===== src/rtl/seg_scan_ctrl_if.sv =====
// Display-side bundle for seg_scan_ctrl: digit/scan-control inputs and the
// registered anode/segment drive back to the board pins.
interface seg_scan_ctrl_if;
    logic        en;
    logic [15:0] digits;
    logic [3:0]  dp;
    logic [3:0]  blink_mask;
    logic [3:0]  an;
    logic [6:0]  seg;
    logic        dp_n;
    logic [1:0]  digit_idx;
    logic        frame_tick;

    modport master (
        output en, digits, dp, blink_mask,
        input  an, seg, dp_n, digit_idx, frame_tick
    );

    modport slave (
        input  en, digits, dp, blink_mask,
        output an, seg, dp_n, digit_idx, frame_tick
    );
endinterface


===== src/rtl/seg_scan_ctrl.sv =====
// 4-digit common-anode 7-segment scan controller with guard blanking and
// frame-coherent digit snapshot. Define SEG_BLINK_EN for per-digit blinking.
module seg_scan_ctrl #(
    parameter int DWELL     = 50000,
    parameter int GUARD     = 16,
    parameter int BLINK_DIV = 128
) (
    input logic            clk,
    input logic            rst,
    seg_scan_ctrl_if.slave bus
);

    localparam logic [1:0] ST_IDLE  = 2'd0;
    localparam logic [1:0] ST_GUARD = 2'd1;
    localparam logic [1:0] ST_SHOW  = 2'd2;

    localparam int CMAX = (DWELL > GUARD) ? DWELL : GUARD;
    localparam int CW   = (CMAX > 1) ? $clog2(CMAX) : 1;
    localparam logic [CW-1:0] GUARD_LAST = CW'(GUARD - 1);
    localparam logic [CW-1:0] DWELL_LAST = CW'(DWELL - 1);

    logic [1:0]    state_q, state_d;
    logic [CW-1:0] cnt_q, cnt_d;
    logic [1:0]    idx_q, idx_d;
    logic [15:0]   snap_digits_q, snap_digits_d;
    logic [3:0]    snap_dp_q, snap_dp_d;
    logic [3:0]    an_q, an_d;
    logic [6:0]    seg_q, seg_d;
    logic          dp_n_q, dp_n_d;
    logic          frame_tick_q, frame_tick_d;
    logic          frame_end;
    logic          lit;

`ifdef SEG_BLINK_EN
    localparam int FW = (BLINK_DIV > 1) ? $clog2(BLINK_DIV) : 1;
    localparam logic [FW-1:0] FRAME_LAST = FW'(BLINK_DIV - 1);
    logic [FW-1:0] frame_cnt_q, frame_cnt_d;
    logic          phase_q, phase_d;
`else
    logic unused_blink;
    assign unused_blink = ^{bus.blink_mask, BLINK_DIV[0]};
`endif

    function automatic logic [6:0] decode(input logic [3:0] bcd);
        case (bcd)
            4'd0:    decode = 7'h40;
            4'd1:    decode = 7'h79;
            4'd2:    decode = 7'h24;
            4'd3:    decode = 7'h30;
            4'd4:    decode = 7'h19;
            4'd5:    decode = 7'h12;
            4'd6:    decode = 7'h02;
            4'd7:    decode = 7'h78;
            4'd8:    decode = 7'h00;
            4'd9:    decode = 7'h10;
            default: decode = 7'h7F;
        endcase
    endfunction

    always_comb begin
        state_d       = state_q;
        cnt_d         = cnt_q;
        idx_d         = idx_q;
        snap_digits_d = snap_digits_q;
        snap_dp_d     = snap_dp_q;
        frame_end     = 1'b0;

        case (state_q)
            ST_IDLE: begin
                if (bus.en) begin
                    state_d       = ST_GUARD;
                    cnt_d         = '0;
                    idx_d         = 2'd0;
                    snap_digits_d = bus.digits;
                    snap_dp_d     = bus.dp;
                end
            end
            ST_GUARD: begin
                if (cnt_q == GUARD_LAST) begin
                    state_d = ST_SHOW;
                    cnt_d   = '0;
                end else begin
                    cnt_d = cnt_q + CW'(1);
                end
            end
            ST_SHOW: begin
                if (cnt_q == DWELL_LAST) begin
                    state_d = ST_GUARD;
                    cnt_d   = '0;
                    idx_d   = idx_q + 2'd1;
                    // The snapshot only changes between frames so a digit never tears.
                    if (idx_q == 2'd3) begin
                        frame_end     = 1'b1;
                        snap_digits_d = bus.digits;
                        snap_dp_d     = bus.dp;
                    end
                end else begin
                    cnt_d = cnt_q + CW'(1);
                end
            end
            default: begin
                state_d = ST_IDLE;
                cnt_d   = '0;
                idx_d   = 2'd0;
            end
        endcase

        if (!bus.en) begin
            state_d       = ST_IDLE;
            cnt_d         = '0;
            idx_d         = 2'd0;
            frame_end     = 1'b0;
            snap_digits_d = snap_digits_q;
            snap_dp_d     = snap_dp_q;
        end

        frame_tick_d = frame_end;
        lit          = (state_d == ST_SHOW);

`ifdef SEG_BLINK_EN
        frame_cnt_d = frame_cnt_q;
        phase_d     = phase_q;
        if (frame_end) begin
            if (frame_cnt_q == FRAME_LAST) begin
                frame_cnt_d = '0;
                phase_d     = ~phase_q;
            end else begin
                frame_cnt_d = frame_cnt_q + FW'(1);
            end
        end
        if (phase_d && bus.blink_mask[idx_d]) begin
            lit = 1'b0;
        end
`endif

        an_d   = lit ? ~(4'b0001 << idx_d) : 4'hF;
        seg_d  = lit ? decode(snap_digits_d[idx_d*4 +: 4]) : 7'h7F;
        dp_n_d = lit ? ~snap_dp_d[idx_d] : 1'b1;
    end

    always_ff @(posedge clk) begin
        if (!rst) begin
            state_q       <= ST_IDLE;
            cnt_q         <= '0;
            idx_q         <= 2'd0;
            snap_digits_q <= '0;
            snap_dp_q     <= '0;
            an_q          <= 4'hF;
            seg_q         <= 7'h7F;
            dp_n_q        <= 1'b1;
            frame_tick_q  <= 1'b0;
        end else begin
            state_q       <= state_d;
            cnt_q         <= cnt_d;
            idx_q         <= idx_d;
            snap_digits_q <= snap_digits_d;
            snap_dp_q     <= snap_dp_d;
            an_q          <= an_d;
            seg_q         <= seg_d;
            dp_n_q        <= dp_n_d;
            frame_tick_q  <= frame_tick_d;
        end
    end

`ifdef SEG_BLINK_EN
    always_ff @(posedge clk) begin
        if (!rst) begin
            frame_cnt_q <= '0;
            phase_q     <= 1'b0;
        end else begin
            frame_cnt_q <= frame_cnt_d;
            phase_q     <= phase_d;
        end
    end
`endif

    assign bus.an         = an_q;
    assign bus.seg        = seg_q;
    assign bus.dp_n       = dp_n_q;
    assign bus.digit_idx  = idx_q;
    assign bus.frame_tick = frame_tick_q;

endmodule


===== src/flat_wrapper.sv =====
// flat-port wrapper written by rule: the top's interface ports become plain ports
module seg_scan_ctrl_flat 
#(
    parameter int DWELL     = 50000,
    parameter int GUARD     = 16,
    parameter int BLINK_DIV = 128
)
  (clk, rst, bus_en, bus_digits, bus_dp, bus_blink_mask, bus_an, bus_seg, bus_dp_n, bus_digit_idx, bus_frame_tick);
  seg_scan_ctrl_if bus_i ();
  input logic clk;
  input logic rst;
  input wire logic [$bits(bus_i.en)-1:0] bus_en;
  input wire logic [$bits(bus_i.digits)-1:0] bus_digits;
  input wire logic [$bits(bus_i.dp)-1:0] bus_dp;
  input wire logic [$bits(bus_i.blink_mask)-1:0] bus_blink_mask;
  output wire logic [$bits(bus_i.an)-1:0] bus_an;
  output wire logic [$bits(bus_i.seg)-1:0] bus_seg;
  output wire logic [$bits(bus_i.dp_n)-1:0] bus_dp_n;
  output wire logic [$bits(bus_i.digit_idx)-1:0] bus_digit_idx;
  output wire logic [$bits(bus_i.frame_tick)-1:0] bus_frame_tick;
  assign bus_i.en = bus_en;
  assign bus_i.digits = bus_digits;
  assign bus_i.dp = bus_dp;
  assign bus_i.blink_mask = bus_blink_mask;
  assign bus_an = bus_i.an;
  assign bus_seg = bus_i.seg;
  assign bus_dp_n = bus_i.dp_n;
  assign bus_digit_idx = bus_i.digit_idx;
  assign bus_frame_tick = bus_i.frame_tick;
  seg_scan_ctrl #(.DWELL(DWELL), .GUARD(GUARD), .BLINK_DIV(BLINK_DIV)) u_core (.clk(clk), .rst(rst), .bus(bus_i));
endmodule

===== config.mk =====
export PLATFORM = sky130hd
export DESIGN_NAME = seg_scan_ctrl_flat
export DESIGN_NICKNAME = d
export VERILOG_FILES = /design/src/rtl/seg_scan_ctrl_if.sv /design/src/rtl/seg_scan_ctrl.sv /design/src/flat_wrapper.sv
export SDC_FILE = /design/constraint.sdc
export NUM_CORES = 1
export LEC_CHECK = 0
export ABC_AREA = 1
export CORE_MARGIN = 8
export CORE_UTILIZATION = 35
export DETAILED_ROUTE_END_ITERATION = 6
export PLACE_DENSITY_LB_ADDON = 0.15
export SLEW_MARGIN = 20
export SYNTH_ARGS = -nofsm -noshare
export SYNTH_HDL_FRONTEND = slang
export SYNTH_SLANG_ARGS = --single-unit

===== constraint.sdc =====
create_clock -name clk -period 6.16 [get_ports clk]
set_input_delay 1.232 -clock clk [delete_from_list [all_inputs] [get_ports clk]]
set_output_delay 1.232 -clock clk [all_outputs]
set_load 0.01 [all_outputs]

==> results of run 1 <==
-- cell type report --
type | count | share of cell area
Clock inverter | 2 | 0.0111
Inverter | 54 | 0.0599
Clock buffer | 6 | 0.0244
Timing Repair Buffer | 37 | 0.110
Tap cell | 102 | 0.0377
Multi-Input combinational cell | 289 | 0.444
Sequential cell | 53 | 0.314
-- cells in the mapped netlist (all sizes together) --
library cell / n
a211oi: 1
o21ai: 5
clkinv: 2
and3b: 1
a21oi: 21
nand4: 2
xor2: 5
buf: 4
nand2: 125
a32o: 1
dfxtp: 53
nor4: 1
o22ai: 2
nand3: 33
inv: 52
nand3b: 4
nor2: 62
ha: 11
nor3: 7
clkbuf: 3
nor3b: 2
xnor2: 3
o32ai: 3
-- worst max-delay path: cells and delay by family --
family | cells | cell delay [ns]
and+or+nand+nor | 9 | 1.21
buffers and inverters | 3 | 0.94
AOI/OAI and AO/OA | 1 | 0.29
adders and majority gates | 1 | 0.17
-- logic make-up (layout without fill, tap and decap cells) --
family,count (synthesis),after routing,share of synthesized area
DFF,53,53,0.378
buffers and inverters,61,99,0.0878
and+or+nand+nor,237,237,0.381
adders and majority gates,11,11,0.0490
xor gates and xnor gates,8,8,0.0250
AOI/OAI and AO/OA,33,33,0.0798
-- per-layer routing --
metal	vias to the layer above	global-route usage	wire, um	share of wire
met5	-	0	0	0
met4	0	0.0362	65	0.010
met3	5	0.0268	320	0.049
met2	53	0.202	2880	0.44
met1	1101	0.158	3210	0.50
li1	1341	-	-	-
-- how the worst min path moves through the flow --
stage | start | end | cells past startpoint
2_1_floorplan | u_core.cnt_q[0] | u_core.cnt_q[0] | 1
3_3_place_gp | u_core.cnt_q[0] | u_core.cnt_q[0] | 1
3_5_place_dp | u_core.cnt_q[0] | u_core.cnt_q[0] | 1
4_1_cts | u_core.cnt_q[0] | u_core.cnt_q[0] | 1
5_1_grt | u_core.snap_digits_q[1] | u_core.snap_digits_q[1] | 2
6_report | u_core.cnt_q[0] | u_core.cnt_q[0] | 1
-- metrics by stage --
| step | cell area, um^2 | cells | hold WS [ns] | setup WS, ns | total power, W |
|---|---|---|---|---|---|
| after global routing | 3380 | 543 | 0.501 | 2.18 | 0.000723 |
| after detailed placement | 3260 | 535 | 0.443 | 2.14 | 0.000444 |
| after floorplan | 2810 | 403 | 0.418 | 3.13 | 0.000417 |
| after global placement | 3260 | 535 | 0.433 | 2.11 | 0.000443 |
| final | 3380 | 543 | 0.453 | 2.50 | 0.000687 |
| after CTS | 3380 | 543 | 0.458 | 2.47 | 0.000696 |
-- power groups by stage --
stage | Sequential, W | Combinational, W | Clock (W)
after floorplan | 0.000360 | 0.0000570 | 0
after global placement | 0.000360 | 0.0000828 | 0
after detailed placement | 0.000361 | 0.0000833 | 0
after CTS | 0.000353 | 0.0000838 | 0.000260
after global routing | 0.000354 | 0.0000956 | 0.000273
final | 0.000352 | 0.0000831 | 0.000252
-- registers in the layout, indices dropped and copies added (netlist names) --
register               cells
u_core.bus.frame_tick      1
u_core.snap_dp_q           4
u_core.bus.an              4
u_core.snap_digits_q      16
u_core.bus.digit_idx       2
u_core.bus.dp_n            1
u_core.state_q             2
u_core.bus.seg             7
u_core.cnt_q              16
==> metrics list, run 1 <==
* Buffer count from post-CTS setup fixing: 0
- Clock tree synthesis selected as its root buffer the cell sky130_fd_sc_hd__clkbuf_8.
- Initial antenna violation count: 0
- The flow ran to the end, and the final reports show no timing, DRC or antenna violations.
* Start point of the critical path: bus_en
- Vertical die dimension: about 110 um
- The share of total power dissipated in sequential elements is 0.513.
- Setup violations remaining at the end of the flow were counted as 0.
- Data arrives at the worst endpoint at approximately 3.9 ns.
- Post-detailed-route count of antenna-violating nets: 0
- In the final timing run, aggregate negative setup slack is 0 ns.
- Summing over every cut layer, the via total after detailed routing is between 2k and 3k.
* Worst skew pair latency: 0.31 ns
- Library cell contributing the largest single delay on the critical path: sky130_fd_sc_hd__clkdlybuf4s50_1
- Of the cells placed in the final design, the portion with a size suffix greater than 1 is 0.0930.
- Standard cell core area: between 0.007 and 0.008 mm^2
- On the final layout, the worst clock skew is about 0.0090 ns.
- The worst setup path is captured at a flop.
* Period utilization: 0.594
- Yosys top cell by area: sky130_fd_sc_hd__dfxtp_1
* Pin count of the biggest net entering global routing: 25
- Top-level I/O count: 42
* Final routed wirelength across all metal layers: 6480 um
* Setup repair after global routing missed its margin: false
- Number of standard-cell rows in the floorplan: 32
* Synthesis Warnings: 0
- Hold Vio Cnt, Final: 0
* Number of maximum-capacitance violations: 0
* Sequential share of the synthesized area: 0.378
- Worst-case headroom to the max-slew limit: 0.465
- Routability-driven placement congestion ratio: approximately 0.84
- CTS H-tree lvls: 2
- Drt wl/cell: 11.9 um
- Pre-Repair DR Iteration Count: 4
- Input and output buffers added on the ports amount to 37.
* Transition time at the pin with the least slew margin: roughly 0.8 ns
- TritonCTS built the clock tree.
* Global routing usage summed across all routing layers: 0.123
- Critical register-to-register path endpoint: u_core.bus.seg[0]
- Post-detail-place hpwl: 4880 um
- The worst register-to-register path has a depth of 16.
* Initial drt markers: 118
- In this run the mean area of a mapped cell was between 6 and 7 um^2.
- Lkg Pwr: roughly 1.5 nW
* Post-synth top area share: 0.378
* Category of the worst setup path launch point: input pin
* Area enclosed by the die boundary: roughly 0.011 mm^2
- Total grt overflow: 0
- Pint: between 0.0005 and 0.0006 W
- Following the worst setup path forward leads to its endpoint at u_core.bus.seg[0].
- Count of cell types in the netlist: 35
* Number of buffers created by CTS: 5
- Sequential standard cell area: 0.00106 mm^2
- Net total in the final layout: approximately 480
- Of the total power, combinational logic draws 0.121.
* Most frequent cells in the layout: sky130_fd_sc_hd__nand2_1 (111), sky130_fd_sc_hd__nor2_1 (53), sky130_fd_sc_hd__dfxtp_1 (53)
- The largest single stage delay on the critical path is roughly 0.67 ns.
- The path class of the tightest hold or removal check is reg -> reg.
- Antenna diode count: 0
- Register bit count reported by yosys: 53
- After clock tree synthesis, the clock-pin slew on the worst setup and hold paths is ~0.090 ns.
- After clock tree synthesis, the repair step resized 0 gates.
- The worst register-to-register path has a setup slack of 3.33 ns.
- The startpoint identified for the worst register-to-register timing path is u_core.cnt_q[0].
* Final-report max-slew violation count: 0
- The die is between 100 and 150 um wide.
- Clock share of power: 0.366
- Counting every instance in the synthesized netlist gives around 400.
- Area added between synthesis and finish: 20.5%
* Synth Net Count: about 440
- Crit Path Max Fanout: 18
- The signal on the critical path passes through clkdlybuf4s50_1 > inv_1 > a21oi_4 > nand2_2 > nand2_1 > nand2_1 > nand3_1 > nand2_1 > nor2_2 > inv_1 > ha_1 > nand3b_1 > nand3_1 > nand3_1.
* VDD IR-drop max: roughly 0.093 mV
* Peak clock frequency supported by timing: 0.273 GHz
- The setup path with the least slack is of type in -> reg.
- Initial core utilization: 0.361
* Net switching power figure: 0.000171 W
- Vias in the first global route: about 2.5k
- In the final layout, the multi-input gates occupy roughly 0.0015 mm^2.
- Via density: between 4 and 5
* Power density of the placed cells: around 200 mW/mm^2
- Util after Layout: 0.435
* Number of buffers on the longest clock path: 2
* DRC Markers: 0
* Syn Std Cell Area: 0.00281 mm^2
* Synth area leaders: sky130_fd_sc_hd__dfxtp_1 (38%), sky130_fd_sc_hd__nand2_1 (15%), sky130_fd_sc_hd__nor2_1 (7.1%), sky130_fd_sc_hd__inv_1 (6.7%), sky130_fd_sc_hd__nand3_1 (5.7%)
- Final Critical Period: approximately 3.7 ns
- Most common cell after layout, fill and taps aside: sky130_fd_sc_hd__nand2_1
* Clock Sink Count: 53
* Endpoint required time on the critical path: 6.35 ns
* Post-cts hold buffer count: 0
- The first global-routing pass estimated between 10,000 and 15,000 um of wire.
- Of the total power, the share spent switching nets is 0.248.
- Counting the fill cells in the layout gives 827.
No activity file was read; power rests on OpenSTA's default activity.
==> inputs of run 2 (changes only) <==
==> constraint.sdc (replaced) <==
create_clock -name clk -period 3.3 [get_ports clk]
set_input_delay 0.66 -clock clk [delete_from_list [all_inputs] [get_ports clk]]
set_output_delay 0.66 -clock clk [all_outputs]
set_load 0.01 [all_outputs]
==> metrics list, run 2 (same netlist as run 1, synthesis figures left out) <==
- The flow ran to the end, and the final reports show no timing, DRC or antenna violations.
- Maximum clock skew at final layout: 0.00816 ns (-0.000883 ns)
- Drt wl/cell: 11.7 um (-2.1%)
- Critical register-to-register path endpoint: u_core.bus.seg[0]
- Final total power: 0.00122 W (+77%)
- Initial core utilization: 0.361 (unchanged)
- Top-level I/O count: 42 (unchanged)
* Endpoint required time on the critical path: 3.49 ns (-2.86 ns)
* Global-route wire length before repair: 10,800 um (-5.3%)
* Net total in the final layout: 485 (+1.5%)
- The via count of the first global-routing pass is 2,314 (-6.5%).
* Number of buffers on the longest clock path: 2 (unchanged)
- Number of buffers created by CTS: 5 (unchanged)
* R2r setup slk: 0.75 ns (-2.58 ns)
- The share of layout cells above drive strength 1 came to 0.107 (+0.0142).
* Post-cts hold buffer count: 0 (unchanged)
* Final Critical Period: 2.69 ns
* Worst setup EP type: flop
- The total negative slack for setup checks is 0 ns (unchanged).
- Crit Path Max Fanout: 10 (-8)
- Type of the setup path with the least slack: in -> reg
* Clock slew seen by the registers of the worst setup and hold paths: 0.09 ns (about the same)
* CTS tree: built
- The routability-driven placement congestion ratio came to 0.811 (-3.9%).
- Worst-case headroom to the max-slew limit: 0.464 (-0.000944)
- Static timing analysis puts the maximum clock frequency at ~0.37 GHz.
* DRC Markers: 0 (unchanged)
- The cell depth of the worst min-delay path came to 1 (unchanged).
* Post-detailed-route count of antenna-violating nets: 0 (unchanged)
* RR Startpoint: u_core.cnt_q[0]
* CTS H-tree lvls: 2 (unchanged)
* Buffer count from post-CTS setup fixing: 0 (unchanged)
- Leaving out fill and tap cells, the most frequent cell in the layout is sky130_fd_sc_hd__nand2_1.
- The ratio of total power to cell area was 357 mW/mm^2 (+75%).
* Lkg Pwr: 1.51 nW (+2.1%)
* VDD IR-drop max: 0.153 mV (+64%)
* Antenna diode count: 0 (unchanged)
- Path type of the worst min-delay path: reg -> reg
* Hold EP: u_core.cnt_q[0]
- The horizontal die dimension came to 106 um (unchanged).
- Area added between synthesis and finish: 21.7%
* Final count of negative-setup-slack endpoints: 0 (unchanged)
* Most frequent cells in the layout: sky130_fd_sc_hd__nand2_1 (111), sky130_fd_sc_hd__nor2_1 (53), sky130_fd_sc_hd__dfxtp_1 (53)
- The arrival time at the worst endpoint came to 2.89 ns (-0.96 ns).
- Number of standard-cell rows in the floorplan: 32 (unchanged)
* Post-detail-place hpwl: 4930 um (+1.0%)
- Initial antenna violation count: 0 (unchanged)
- Worst skew pair latency: 0.31 ns (about the same)
* Global routing usage summed across all routing layers: 0.117 (-0.00596)
- Standard cell core area: 0.00777 mm^2 (unchanged)
* Final-report max-slew violation count: 0 (unchanged)
- Count of instances resized after the clock tree is built: 0 (unchanged)
* Count of vias placed by the detailed router: 2,483 (-0.68%)
- The total detailed-routing wirelength was 6430 um (-0.86%).
- Number of maximum-capacitance violations: 0 (unchanged)
* Hold Vio Cnt, Final: 0 (unchanged)
* Cell count of the worst reg-to-reg path: 16 (unchanged)
- Dividing the final minimum period by the clock period gives 0.816.
* Pre-Repair DR Iteration Count: 4 (unchanged)
- The number of violations reported at the end of detailed-routing iteration 0 came to 86 (-27%).
- Vertical die dimension: 106 um (unchanged)
- The number of clock sinks is 53 (unchanged).
* Setup repair after global routing missed its margin: false
- The number of buffers added on ports is 37 (unchanged).
* Launch instance of the worst min-delay path: u_core.cnt_q[0]
* Transition time at the pin with the least slew margin: 0.803 ns (+0.00141 ns)
- Area enclosed by the die boundary: 0.0111 mm^2 (unchanged)
- Category of the worst setup path launch point: input pin
* Via density: 4.51 (-1.9%)
- Total grt overflow: 0 (unchanged)
- Pin count of the biggest net entering global routing: 25 (unchanged)
- The tree is rooted in a sky130_fd_sc_hd__clkbuf_8.
-- run 2: cell count changes in the layout (fill, tap and decap cells not counted), sizes merged --
cell and change:
bufinv -1, clkbuf +1, buf +7, clkinv +1
clkinvlp -1
-- run 2: layout make-up --
cell class | instances | area [um^2]
clock inverters | 1 | 5.00
fillers | 840 | 4350
inverters | 54 | 203
clock buffers | 7 | 96.3
well taps | 102 | 128
flip-flops and latches | 53 | 1060
repair buffers | 44 | 423
multi-input cells | 289 | 1500
-- run 2: stage by stage --
step,setup WS [ns],area [um^2],instances,hold WS (ns),utilization
global placement,0.282,3310,542,0.433,0.427
CTS,0.613,3420,550,0.456,0.440
detailed placement,0.291,3310,542,0.442,0.427
floorplan,0.839,2810,403,0.418,-
global route,0.365,3420,550,0.488,0.440
finish,0.607,3420,550,0.457,0.440
-- run 2: power breakdown --
part           switching (W)  internal, W
combinational      0.0000916    0.0000669
sequential        0.00000471     0.000653
clock               0.000211     0.000190
-- run 2: worst max path at each step --
| stage | from | endpoint | depth (start not counted) |
|---|---|---|---|
| finish | bus_en | u_core.bus.seg[0] | 14 |
| global route | bus_en | u_core.bus.seg[0] | 14 |
| CTS | bus_en | u_core.bus.seg[0] | 14 |
| detailed placement | bus_en | u_core.bus.seg[0] | 14 |
| global placement | bus_en | u_core.bus.seg[0] | 16 |
| floorplan | bus_en | u_core.bus.seg[0] | 15 |
-- run 2: worst max-delay path, stage by stage --
cell and delay [ns]:
sky130_fd_sc_hd__clkdlybuf4s50_1 0.58, sky130_fd_sc_hd__inv_1 0.14, sky130_fd_sc_hd__a21oi_4 0.17, sky130_fd_sc_hd__nand2_2 0.19, sky130_fd_sc_hd__nand2_1 0.12, sky130_fd_sc_hd__nand2_1 0.07
sky130_fd_sc_hd__nand3_1 0.07, sky130_fd_sc_hd__nand2_1 0.06, sky130_fd_sc_hd__nor2_2 0.23, sky130_fd_sc_hd__inv_1 0.09, sky130_fd_sc_hd__ha_1 0.17, sky130_fd_sc_hd__nand3b_1 0.17
sky130_fd_sc_hd__nand3_1 0.10, sky130_fd_sc_hd__nand3_1 0.07
-- run 2: per-layer routing --
metal	global-route usage	share of wire
met4	0.0362	0.013
met2	0.183	0.44
met1	0.154	0.51
met5	0	0
met3	0.0305	0.041
